--- src/rtl/exec_pkg.sv ---
// Shared types for the execution sequencer of the accumulator CPU.
package exec_pkg;

    typedef enum logic [1:0] {
        HALT = 2'd0,
        RUN  = 2'd1,
        STEP = 2'd2
    } exec_state_t;

    typedef enum logic [1:0] {
        NONE      = 2'd0,
        USER      = 2'd1,
        BREAK     = 2'd2,
        STEP_DONE = 2'd3
    } halt_cause_t;

endpackage

--- src/rtl/exec_ctrl_if.sv ---
// Control/status bundle between the debug host, the pc and exec_ctrl.
interface exec_ctrl_if
    import exec_pkg::*;
#(
    parameter int IP_W   = 8,
    parameter int STEP_W = 8,
    parameter int CNT_W  = 16
);
    logic              run_req;
    logic              halt_req;
    logic              step_req;
    logic [STEP_W-1:0] step_cnt;
    logic              bp_en;
    logic [IP_W-1:0]   bp_addr;
    logic [IP_W-1:0]   ip;
    logic              clr_cnt;
    logic              cpu_en;
    exec_state_t       state;
    halt_cause_t       halt_cause;
    logic [CNT_W-1:0]  instr_cnt;

    modport master (
        output run_req, halt_req, step_req, step_cnt,
        output bp_en, bp_addr, ip, clr_cnt,
        input  cpu_en, state, halt_cause, instr_cnt
    );

    modport slave (
        input  run_req, halt_req, step_req, step_cnt,
        input  bp_en, bp_addr, ip, clr_cnt,
        output cpu_en, state, halt_cause, instr_cnt
    );
endinterface

--- src/rtl/sat_counter.sv ---
// Saturating up-counter; clear has priority over count.
module sat_counter #(
    parameter int W = 16
) (
    input  logic         clk,
    input  logic         rst_n,
    input  logic         ce,
    input  logic         clr,
    output logic [W-1:0] cnt
);
    always_ff @(posedge clk or negedge rst_n) begin
        if (!rst_n) begin
            cnt <= '0;
        end else if (clr) begin
            cnt <= '0;
        end else if (ce && (cnt != '1)) begin
            cnt <= cnt + 1'b1;
        end
    end
endmodule

--- src/rtl/exec_ctrl.sv ---
// Run/halt/step sequencer with one instruction breakpoint.
// Drives the global datapath enable cpu_en.
module exec_ctrl
    import exec_pkg::*;
#(
    parameter int IP_W         = 8,
    parameter int STEP_W       = 8,
    parameter int CNT_W        = 16,
    parameter bit RUN_ON_RESET = 1'b0
) (
    input logic clk,
    input logic rst_n,
    exec_ctrl_if.slave bus
);
    localparam exec_state_t RST_ST = RUN_ON_RESET ? RUN : HALT;

    exec_state_t       state_q, state_d;
    halt_cause_t       cause_q, cause_d;
    logic [STEP_W-1:0] rem_q, rem_d;
    logic              skip_q, skip_d;
    logic              bp_match;
    logic              en;

    assign bp_match = bus.bp_en && (bus.ip == bus.bp_addr) && !skip_q;
    assign en       = (state_q != HALT) && !bp_match;

    always_ff @(posedge clk or negedge rst_n) begin
        if (!rst_n) begin
            state_q <= RST_ST;
            cause_q <= NONE;
            rem_q   <= '0;
            skip_q  <= 1'b1;
        end else begin
            state_q <= state_d;
            cause_q <= cause_d;
            rem_q   <= rem_d;
            skip_q  <= skip_d;
        end
    end

    always_comb begin
        state_d = state_q;
        cause_d = cause_q;
        rem_d   = rem_q;
        skip_d  = en ? 1'b0 : skip_q;
        unique case (state_q)
            HALT: begin
                // skip_bp lets a resume execute the breakpointed instruction
                if (!bus.halt_req) begin
                    if (bus.run_req) begin
                        state_d = RUN;
                        cause_d = NONE;
                        skip_d  = 1'b1;
                    end else if (bus.step_req && (bus.step_cnt != '0)) begin
                        state_d = STEP;
                        cause_d = NONE;
                        skip_d  = 1'b1;
                        rem_d   = bus.step_cnt;
                    end
                end
            end
            RUN: begin
                if (bp_match) begin
                    state_d = HALT;
                    cause_d = BREAK;
                end else if (bus.halt_req) begin
                    state_d = HALT;
                    cause_d = USER;
                end
            end
            STEP: begin
                if (bp_match) begin
                    state_d = HALT;
                    cause_d = BREAK;
                    rem_d   = '0;
                end else if (bus.halt_req) begin
                    state_d = HALT;
                    cause_d = USER;
                    rem_d   = '0;
                end else if (bus.run_req) begin
                    state_d = RUN;
                    rem_d   = '0;
                end else begin
                    rem_d = rem_q - 1'b1;
                    if (rem_q == STEP_W'(1)) begin
                        state_d = HALT;
                        cause_d = STEP_DONE;
                    end
                end
            end
            default: begin
                state_d = HALT;
            end
        endcase
    end

    sat_counter #(
        .W (CNT_W)
    ) u_cnt (
        .clk   (clk),
        .rst_n (rst_n),
        .ce    (en),
        .clr   (bus.clr_cnt),
        .cnt   (bus.instr_cnt)
    );

    assign bus.cpu_en     = en;
    assign bus.state      = state_q;
    assign bus.halt_cause = cause_q;
endmodule

--- src/flat_wrapper.sv ---
// flat-port wrapper written by rule: the top's interface ports become plain ports
module exec_ctrl_flat import exec_pkg::*;
#(
    parameter int IP_W         = 8,
    parameter int STEP_W       = 8,
    parameter int CNT_W        = 16,
    parameter bit RUN_ON_RESET = 1'b0
)
  (clk, rst_n, bus_run_req, bus_halt_req, bus_step_req, bus_step_cnt, bus_bp_en, bus_bp_addr, bus_ip, bus_clr_cnt, bus_cpu_en, bus_state, bus_halt_cause, bus_instr_cnt);
  exec_ctrl_if #(.IP_W(IP_W), .STEP_W(STEP_W), .CNT_W(CNT_W)) bus_i ();
  input logic clk;
  input logic rst_n;
  input wire logic [$bits(bus_i.run_req)-1:0] bus_run_req;
  input wire logic [$bits(bus_i.halt_req)-1:0] bus_halt_req;
  input wire logic [$bits(bus_i.step_req)-1:0] bus_step_req;
  input wire logic [$bits(bus_i.step_cnt)-1:0] bus_step_cnt;
  input wire logic [$bits(bus_i.bp_en)-1:0] bus_bp_en;
  input wire logic [$bits(bus_i.bp_addr)-1:0] bus_bp_addr;
  input wire logic [$bits(bus_i.ip)-1:0] bus_ip;
  input wire logic [$bits(bus_i.clr_cnt)-1:0] bus_clr_cnt;
  output wire logic [$bits(bus_i.cpu_en)-1:0] bus_cpu_en;
  output wire logic [$bits(bus_i.state)-1:0] bus_state;
  output wire logic [$bits(bus_i.halt_cause)-1:0] bus_halt_cause;
  output wire logic [$bits(bus_i.instr_cnt)-1:0] bus_instr_cnt;
  assign bus_i.run_req = bus_run_req;
  assign bus_i.halt_req = bus_halt_req;
  assign bus_i.step_req = bus_step_req;
  assign bus_i.step_cnt = bus_step_cnt;
  assign bus_i.bp_en = bus_bp_en;
  assign bus_i.bp_addr = bus_bp_addr;
  assign bus_i.ip = bus_ip;
  assign bus_i.clr_cnt = bus_clr_cnt;
  assign bus_cpu_en = bus_i.cpu_en;
  assign bus_state = bus_i.state;
  assign bus_halt_cause = bus_i.halt_cause;
  assign bus_instr_cnt = bus_i.instr_cnt;
  exec_ctrl #(.IP_W(IP_W), .STEP_W(STEP_W), .CNT_W(CNT_W), .RUN_ON_RESET(RUN_ON_RESET)) u_core (.clk(clk), .rst_n(rst_n), .bus(bus_i));
endmodule
--- config.mk ---
export PLATFORM = sky130hd
export DESIGN_NAME = exec_ctrl_flat
export DESIGN_NICKNAME = d
export VERILOG_FILES = /design/src/rtl/exec_pkg.sv /design/src/rtl/exec_ctrl_if.sv /design/src/rtl/sat_counter.sv /design/src/rtl/exec_ctrl.sv /design/src/flat_wrapper.sv
export SDC_FILE = /design/constraint.sdc
export NUM_CORES = 1
export LEC_CHECK = 0
export BUFFER_PORTS_ARGS = -buffer_cell sky130_fd_sc_hd__buf_2
export CORE_MARGIN = 1.5
export CORE_UTILIZATION = 43
export CTS_BUF_LIST = sky130_fd_sc_hd__clkbuf_8
export CTS_CLUSTER_DIAMETER = 100
export DETAILED_ROUTE_END_ITERATION = 8
export PLACE_DENSITY = 0.67
export SYNTH_ARGS = -nofsm -noshare
export SYNTH_HDL_FRONTEND = slang
export SYNTH_SLANG_ARGS = --single-unit
--- constraint.sdc ---
create_clock -name clk -period 3.64 [get_ports clk]
set_input_delay 0.728 -clock clk [delete_from_list [all_inputs] [get_ports clk]]
set_output_delay 0.728 -clock clk [all_outputs]
set_load 0.01 [all_outputs]
Word level (Yosys, flattened, before mapping):

Index checks and enable logic that the tools add are counted.

* bits in registers: 29
* input bits: 31
* logic and storage cells: 70

* add/sub/neg operators: 2
* eq/ne operators: 13
* mux-type cells: 34
* reduce and logical (&&, ||, !) cells: 16

Operator list (count)
* 8-bit two-way mux: 6
* 2-bit two-way mux: 18
* 16-bit two-way mux: 2
* 16-bit by 1-bit adder with 16-bit output, second input constant: 1
* 16-bit != test, second input constant: 1
* 8-bit one-hot mux with 2 select lines: 1
* 2-bit one-hot mux with 3 select lines: 2
* 8-bit by 1-bit == test with 1-bit output, second input constant: 1
* 8-bit == test: 1
* 4-bit AND reduction: 2
* 8-bit nonzero test: 1
* 8-bit by 1-bit subtractor with 8-bit output, second input constant: 1
* 3-bit by 2-bit != test with 1-bit output, second input constant: 2
* 6-bit AND reduction: 1
* 2-bit nonzero test: 3
* 1-bit logical AND: 5
* 1-bit two-way mux: 5
* 5-bit by 3-bit != test with 1-bit output, second input constant: 1
* 2-bit != test, second input constant: 2
* 4-bit by 2-bit != test with 1-bit output, second input constant: 1
* 4-bit by 3-bit != test with 1-bit output, second input constant: 1
* 3-bit nonzero test: 1
* 2-bit by 1-bit == test with 1-bit output, second input constant: 1
* 2-bit == test, second input constant: 1
* other kinds (3): 4

Logic depth before layout (Yosys ltp):

Gate-level depths: netlist of the first run.

* word-level depth: 10
* gate-level depth with buffers: 7
* gate-level depth less buffers: 7

Cells and area by module:

A second synthesis of the first run with hierarchy kept.

* cells, all modules: 223
* area, all modules: 2039.5 um2

By module, submodules not included
* exec_ctrl: instances 1, cells an instance 125, area an instance 1097.3 um2, seq. area each 326.6 um2
* sat_counter: instances 1, cells an instance 98, area an instance 942.2 um2, seq. area each 400.4 um2

Worst setup path before layout of the first run:

Ideal clock, no wire load.

* kind: input -> output
* start: input bus_bp_addr[0]
* end: output bus_cpu_en
* data arrival time: 1.874 ns
* required time: 2.912 ns
* path slack: 1.038 ns
* stages on the path: 6
* cell sequence: xor2_1 > nor4_2 > and3_1 > buf_2 > buf_2 > nor2_1

* word-level cells in the longest chain between the ends: 5

Ends and longest elaborated chain
* start: declaration: RTL line flat_wrapper.sv:18 `input wire logic [$bits(bus_i.bp_addr)-1:0] bus_bp_addr;`
* 8-bit == test: RTL line exec_ctrl.sv:24 `assign bp_match = bus.bp_en && (bus.ip == bus.bp_addr) && !skip_q;`
* 1-bit logical AND (2 in a row): RTL line exec_ctrl.sv:24
* 1-bit logical NOT: RTL line exec_ctrl.sv:25 `assign en = (state_q != HALT) && !bp_match;`
* 1-bit logical AND: RTL line exec_ctrl.sv:25
* end: declaration: RTL line flat_wrapper.sv:21 `output wire logic [$bits(bus_i.cpu_en)-1:0] bus_cpu_en;`

Every way passes these cells.

Final worst setup path of the first run:

Same ends and word-level chain as after synthesis.

==> reports/results.txt, run 1 <==
Status - finished with violations
Failing checks - design-rule violations
# nets final - 313
Final worst slack - 1.060 ns
Postcts setup bufs - 0
Reg2Reg Setup Slack - 1.14 ns
DRT antenna net count - 0
Worst vdd ir - 0.4261 mV
Hold_buf cts - 0
Worst min-delay path class - in -> async
Post-Layout Cell Count - 328
CP max stage delay - 0.38 ns
Worst hold slack - 0.4662 ns
Total CTS buffers - 5
Post-synth EDFFs - 0
Post-synth top area cell - dfrtp_1
Hpwl dp - 3.371 mm
Final Hold Fails - 0
Worst setup EP type - primary output
Dpl cells - 320
Placer Congestion - 0.8082
Crit-path cells - buf_2 > xor2_1 > nor4_2 > and3_1 > nor2_1 > buf_2
P per Cell Area - 497.0 nW/um2
Routed Wire Length - 4.685 mm
Core Area - 4444 um2
Clock transition at path regs - 0.06 ns
Worst-Margin Slew - 0.8058 ns
Ranking of synthesized cells by area - dfrtp_1 (35%), mux2_1 (5.0%), ha_1 (4.3%), nor2_1 (3.9%), nor2b_1 (3.7%)
Post-Synthesis Cells - 225
Area grow syn2layout - 18.36%
Synth Area per Inst - 8.998 um2
Syn_nets - 263
Final instance area - 2396 um2
Via density per instance - 5.689
Slew Limit Fails - 0
Reg-to-Reg Start - u_core.bus.state[1]$_DFFE_PN0P_
First-pass GRT wire length - 7.838 mm
Leading cell type by number of instances after synthesis - dfrtp_1
Die Y - 71.62 um
CP Launch Type - input port
Sequential area share after synthesis - 35.91%
Slew Limit Headroom - 45.83%
WS Path Type - in -> out
Placed cell areas - 2316 um2
CTS tree - built
LEAKAGE - 0.001128 uW
Post-layout min period - 2.580 ns
Initial Util - 45.55%
Ys Warns - 0
Synth Area in Compound Gates - 16.56%
Simple-Gate Fraction of Synth Area - 28.49%
H-tree depth - 2
Die X - 71.62 um
Gr ovfl total - 0
Period utilization - 70.87%
Total global-route track usage - 19.14%
Clk Tree Root Cell - clkbuf_8
Initial antenna violation count - 0
CP arrival - 1.85 ns
Portion of netlist area occupied by mux cells - 7.046%
Die area - 5129 um2
RSZ-0062 raised after global routing - false
Max_cap viols - 0
Multi-input logic area - 1212 um2
Netlist Area Pre-Place - 2024 um2
PostCTS Resize Cnt - 0
Final-report setup violation count - 0
Ys async rst share - 100.0%
Final Skew - 0.003624 ns
Layout cells sized above 1 - 23.55%
FP Rows - 24
Maximum clock path buffer count - 2
Slowest CP cell - nor4_2
Initial DRT Pass Iterations - 6
Synth cell types - 43
Post-synthesis adder-cell area fraction - 4.326%
CP max FO - 3
Yosys top cell area share - 34.61%
Cell mode on critical path - buf_2
DRC - 2
Fin Setup TNS - 0 ns
Most instantiated cells after synthesis - dfrtp_1 (28), nor2_1 (21), a21oi_1 (12), nor2b_1 (12), inv_1 (11)
Ant diodes - 0
FILL cells - 423
Fmax - 387.6 MHz
FF+latch count, synth - 29
Post-Place Setup Slack - 1.048 ns
Critical R2R Capture - u_core.rem_q[5]$_DFFE_PN0P_
XOR/XNOR share of the synthesized area - 3.461%
Largest net degree at the start of global routing - 31
Largest family of logic cells by synthesized area - simple AND/OR/NAND/NOR gates
Clock Sinks - 29
Vias in the first global route - 1701
Clock Latency Late Sink - 0.28 ns
Via count - 1866
Initial DRC count - 133
R2R depth - 6
Top_reg_cell synth - dfrtp_1
I/O pins - 52
Area occupied by registers - 726.9 um2
# port buffers - 51
Per-cell routed wire length - 14.28 um
Data required time at the worst endpoint - 2.91 ns
-- sequential cells by signal (all words and copies together) (netlist names) --
| signal | cells |
|---|---|
| u_core.u_cnt.cnt | 16 |
| u_core.rem_q | 8 |
| u_core.bus.halt_cause | 2 |
| u_core.bus.state | 2 |
| u_core.skip_q | 1 |
-- worst max path at each step --
stage	from	to	slack, ns	cells after the start
after floorplan	bus_bp_addr[0]	bus_cpu_en	1.04	6
final	bus_bp_addr[0]	bus_cpu_en	1.06	6
after global routing	u_core.bus.state[0]$_DFFE_PN0P_	u_core.rem_q[5]$_DFFE_PN0P_	0.98	6
after detailed placement	bus_bp_addr[0]	bus_cpu_en	1.05	6
after CTS	bus_bp_addr[0]	bus_cpu_en	1.05	6
after global placement	bus_bp_addr[0]	bus_cpu_en	1.06	6
-- critical path, delay by kind of cell --
family | cells | cell delay [ns]
xor gates and xnor gates | 1 | 0.15
buffers and inverters | 2 | 0.27
and+or+nand+nor | 3 | 0.70
-- routing by layer --
layer / GRT usage, % / part of all wire, % / vias to the layer above / wire (um)
li1: - / - / 945 / -
met1: 27.12 / 49 / 868 / 2297
met2: 29.42 / 45 / 51 / 2130
met3: 2.954 / 4.9 / 2 / 230
met4: 7.547 / 0.58 / 0 / 27
met5: 0 / 0 / - / 0
-- cell type report --
| class | instances | area share (%) |
|---|---|---|
| multi-input cells | 175 | 50.60 |
| flip-flops and latches | 29 | 30.34 |
| repair buffers | 53 | 11.28 |
| clock buffers | 5 | 2.872 |
| well taps | 52 | 2.715 |
| inverters | 11 | 1.723 |
| clock inverters | 3 | 0.4700 |
-- cells by family (layout without fill, tap and decap cells) --
logic type | Yosys count | after routing
AOI/OAI and AO/OA | 47 | 47
adders and majority gates | 7 | 7
and+or+nand+nor | 100 | 100
buffers and inverters | 21 | 72
DFF | 29 | 29
muxes | 13 | 13
xor gates and xnor gates | 8 | 8
-- placed cells by master (no fill, tap or decap), types with 3 or more instances in the layout --
cell type and count:
o22ai_1 3, ha_1 7, nand2b_1 5, nand4_1 3, a21oi_1 12, and3_1 6
nand3_1 10, clkbuf_8 5, mux2_1 9, dfrtp_1 28, nor3_1 7, buf_2 51
nor2b_1 12, nand2_1 9, mux2i_1 3, nor2_1 21, a211oi_1 3, or4_1 6
inv_1 14, a22o_1 4, xor2_1 8, nor4_1 10, o31ai_1 9
-- through the flow --
| step | util [%] | power [uW] |
|---|---|---|
| after detailed placement | 52.11 | 938.3 |
| after CTS | 53.91 | 1196 |
| after global placement | 52.11 | 938.6 |
| after global routing | 53.91 | 1279 |
| after floorplan | - | 804.1 |
| final | 53.91 | 1191 |
-- where the power goes --
group	leakage [uW]	total [uW]	switching, uW	internal [uW]
sequential	0.000382	468	71.2	396
clock	0.0000519	252	125	127
combinational	0.000693	472	270	201
Note: power is estimated with default switching activity, not from simulation.
==> run 2: changes to the inputs <==
==> constraint.sdc (replaced) <==
create_clock -name clk -period 2.5 [get_ports clk]
set_input_delay 0.5 -clock clk [delete_from_list [all_inputs] [get_ports clk]]
set_output_delay 0.5 -clock clk [all_outputs]
set_load 0.01 [all_outputs]
==> run 2 against run 1 <==
Against the previous run: the run still ends with design-rule violations left; cell count grew 1.8%; largest power group unchanged; worst hold slack lost 0.24 ns; clock power increased by 98%; critical endpoint unchanged; highest routed layer unchanged; critical path type unchanged.
==> reports/results.txt, run 2 (synthesized netlist as in run 1, its figures left out) <==
Status - finished with violations (unchanged)
Failing checks - design-rule violations (unchanged)
R2R depth - 7 (was 6)
Period utilization - 89.39%
Initial DRC count - 173 (was 133)
Worst-Margin Slew - 0.6286 ns (was 0.8058 ns)
Slowest CP cell - nor4_2 (unchanged)
LEAKAGE - 0.001163 uW (was 0.001128 uW)
Slew Limit Headroom - 58.09% (was 45.83%)
# nets final - 319 (was 313)
Initial Util - 45.55% (unchanged)
Biggest regs - u_core.u_cnt.cnt (16), u_core.rem_q (8) (unchanged)
Reg2Reg Setup Slack - 0.28 ns (was 1.14 ns)
Worst vdd ir - 0.4349 mV (was 0.4261 mV)
Hold_buf cts - 0 (unchanged)
Maximum clock path buffer count - 2 (unchanged)
Worst min-delay path class - in -> async (unchanged)
Gr ovfl total - 0 (unchanged)
Final-report setup violation count - 0 (unchanged)
First-pass GRT wire length - 8.135 mm (was 7.838 mm)
Clock transition at path regs - 0.07 ns (was 0.06 ns)
Layout cells sized above 1 - 26.24% (was 23.55%)
Crit path max-delay family - simple AND/OR/NAND/NOR gates (unchanged)
Dpl cells - 326 (was 320)
Postcts setup bufs - 0 (unchanged)
Critical R2R Capture - u_core.u_cnt.cnt[14]$_DFFE_PN0P_ (was u_core.rem_q[5]$_DFFE_PN0P_)
CP max stage delay - 0.39 ns (was 0.38 ns)
Logic pwr share - 38.4% (was 39.6%)
Post-layout min period - 2.235 ns
Fmax - 447.5 MHz
Die area - 5129 um2 (unchanged)
Final worst slack - 0.2652 ns (was 1.060 ns)
DRC - 1 (was 2)
Core Area - 4444 um2 (unchanged)
Via density per instance - 5.826 (was 5.689)
Sequential power share - 35.5% (was 39.3%)
Worst setup EP type - primary output (unchanged)
Placed cell areas - 2374 um2 (was 2316 um2)
Total global-route track usage - 19.55% (was 19.14%)
Largest net degree at the start of global routing - 30 (was 31)
Max_cap viols - 0 (unchanged)
Total CTS buffers - 5 (unchanged)
CTS tree - built (unchanged)
CP max FO - 5 (was 3)
FP Rows - 24 (unchanged)
CP Buf/Inv Count - 2 (unchanged)
I/O pins - 52 (unchanged)
Fin Setup TNS - 0 ns (unchanged)
Commonest non-fill, non-tap cell in the layout - buf_2 (unchanged)
Initial antenna violation count - 0 (unchanged)
Reg-to-Reg Start - u_core.u_cnt.cnt[0]$_DFFE_PN0P_ (was u_core.bus.state[1]$_DFFE_PN0P_)
Cell mode on critical path - buf_2 (unchanged)
Initial DRT Pass Iterations - 8 (was 6)
Final Skew - 0.001411 ns (was 0.003624 ns)
# port buffers - 51 (unchanged)
Placer Congestion - 0.8355 (was 0.8082)
Post-Layout Cell Count - 334 (was 328)
Hpwl dp - 3.617 mm (was 3.371 mm)
Clk Tree Root Cell - clkbuf_8 (unchanged)
Largest register by flop count - u_core.u_cnt.cnt (unchanged)
Vias in the first global route - 1838 (was 1701)
Clk pwr share - 26.1% (was 21.1%)
CP arrival - 1.73 ns (was 1.85 ns)
Most frequent cells in the layout - buf_2 (51), dfrtp_1 (28), nor2_1 (21), a21oi_1 (12), nor2b_1 (12) (was buf_2 (51), dfrtp_1 (28), nor2_1 (21), inv_1 (14))
CP Launch Type - input port (unchanged)
H-tree depth - 2 (unchanged)
Data required time at the worst endpoint - 2.00 ns (was 2.91 ns)
P per Cell Area - 769.4 nW/um2 (was 497.0 nW/um2)
Final instance area - 2489 um2 (was 2396 um2)
Area grow syn2layout - 22.93% (was 18.36%)
Clock Latency Late Sink - 0.28 ns (about the same)
Via count - 1946 (was 1866)
Die X - 71.62 um (unchanged)
PostCTS Resize Cnt - 0 (unchanged)
RSZ-0062 raised after global routing - false (unchanged)
Routed Wire Length - 4.907 mm (was 4.685 mm)
Sw frac - 37.45% (was 39.14%)
Final Hold Fails - 0 (unchanged)
Ant diodes - 0 (unchanged)
Clock Sinks - 29 (unchanged)
Die Y - 71.62 um (unchanged)
Switching pwr - 717.1 uW (was 466.1 uW)
WS Path Type - in -> out (unchanged)
DRT antenna net count - 0 (unchanged)
Post-Place Setup Slack - 0.2369 ns (was 1.048 ns)
P_int - 1198 uW (was 724.7 uW)
Slew Limit Fails - 0 (unchanged)
Per-cell routed wire length - 14.69 um (was 14.28 um)
Crit-path cells - buf_2 > xor2_1 > nor4_2 > and3_1 > nor2_1 > buf_2 (unchanged)
Max FFs per register - 16 (unchanged)
[run 2: power groups by stage]
stage	Clock (uW)	Combinational (uW)	Sequential [uW]
2_1_floorplan	0	493	678
3_3_place_gp	0	717	684
3_5_place_dp	0	733	687
4_1_cts	507	737	678
5_1_grt	534	828	694
6_report	499	736	680
[run 2: layer usage]
layer  track usage, %  routed length (um)  vias to the layer above
li1                 -                   -                      960
met1            27.68                2412                      926
met2            29.84                2214                       54
met3            4.641                 219                        6
met4            5.660                  60                        0
met5                0                   0                        -
[run 2: worst max-delay path by stage]
stage,end,start,depth (start not counted),slack [ns]
after global placement,u_core.u_cnt.cnt[12]$_DFFE_PN0P_,bus_bp_addr[0],7,0.27
after detailed placement,u_core.u_cnt.cnt[12]$_DFFE_PN0P_,bus_bp_addr[0],7,0.24
after global routing,bus_cpu_en,bus_bp_addr[0],6,0.18
after CTS,bus_cpu_en,bus_bp_addr[0],6,0.26
final,bus_cpu_en,bus_bp_addr[0],6,0.27
after floorplan,bus_cpu_en,bus_bp_addr[0],6,0.35
[run 2: final cells by class]
cell class / count / area [um2]
Clock inverter: 3 / 46.29
Inverter: 11 / 41.29
Sequential cell: 29 / 726.9
Multi-Input combinational cell: 175 / 1212
Tap cell: 52 / 65.06
Fill cell: 427 / 1956
Clock buffer: 5 / 68.82
Timing Repair Buffer: 59 / 327.8
[run 2: through the flow]
stage | power (uW) | hold WS (ns) | util [%]
floorplan | 1171 | 0.2044 | -
global placement | 1401 | 0.5188 | 53.41
detailed placement | 1420 | 0.5174 | 53.41
CTS | 1922 | 0.2549 | 56.00
global route | 2056 | 0.2950 | 56.00
finish | 1915 | 0.2275 | 56.00
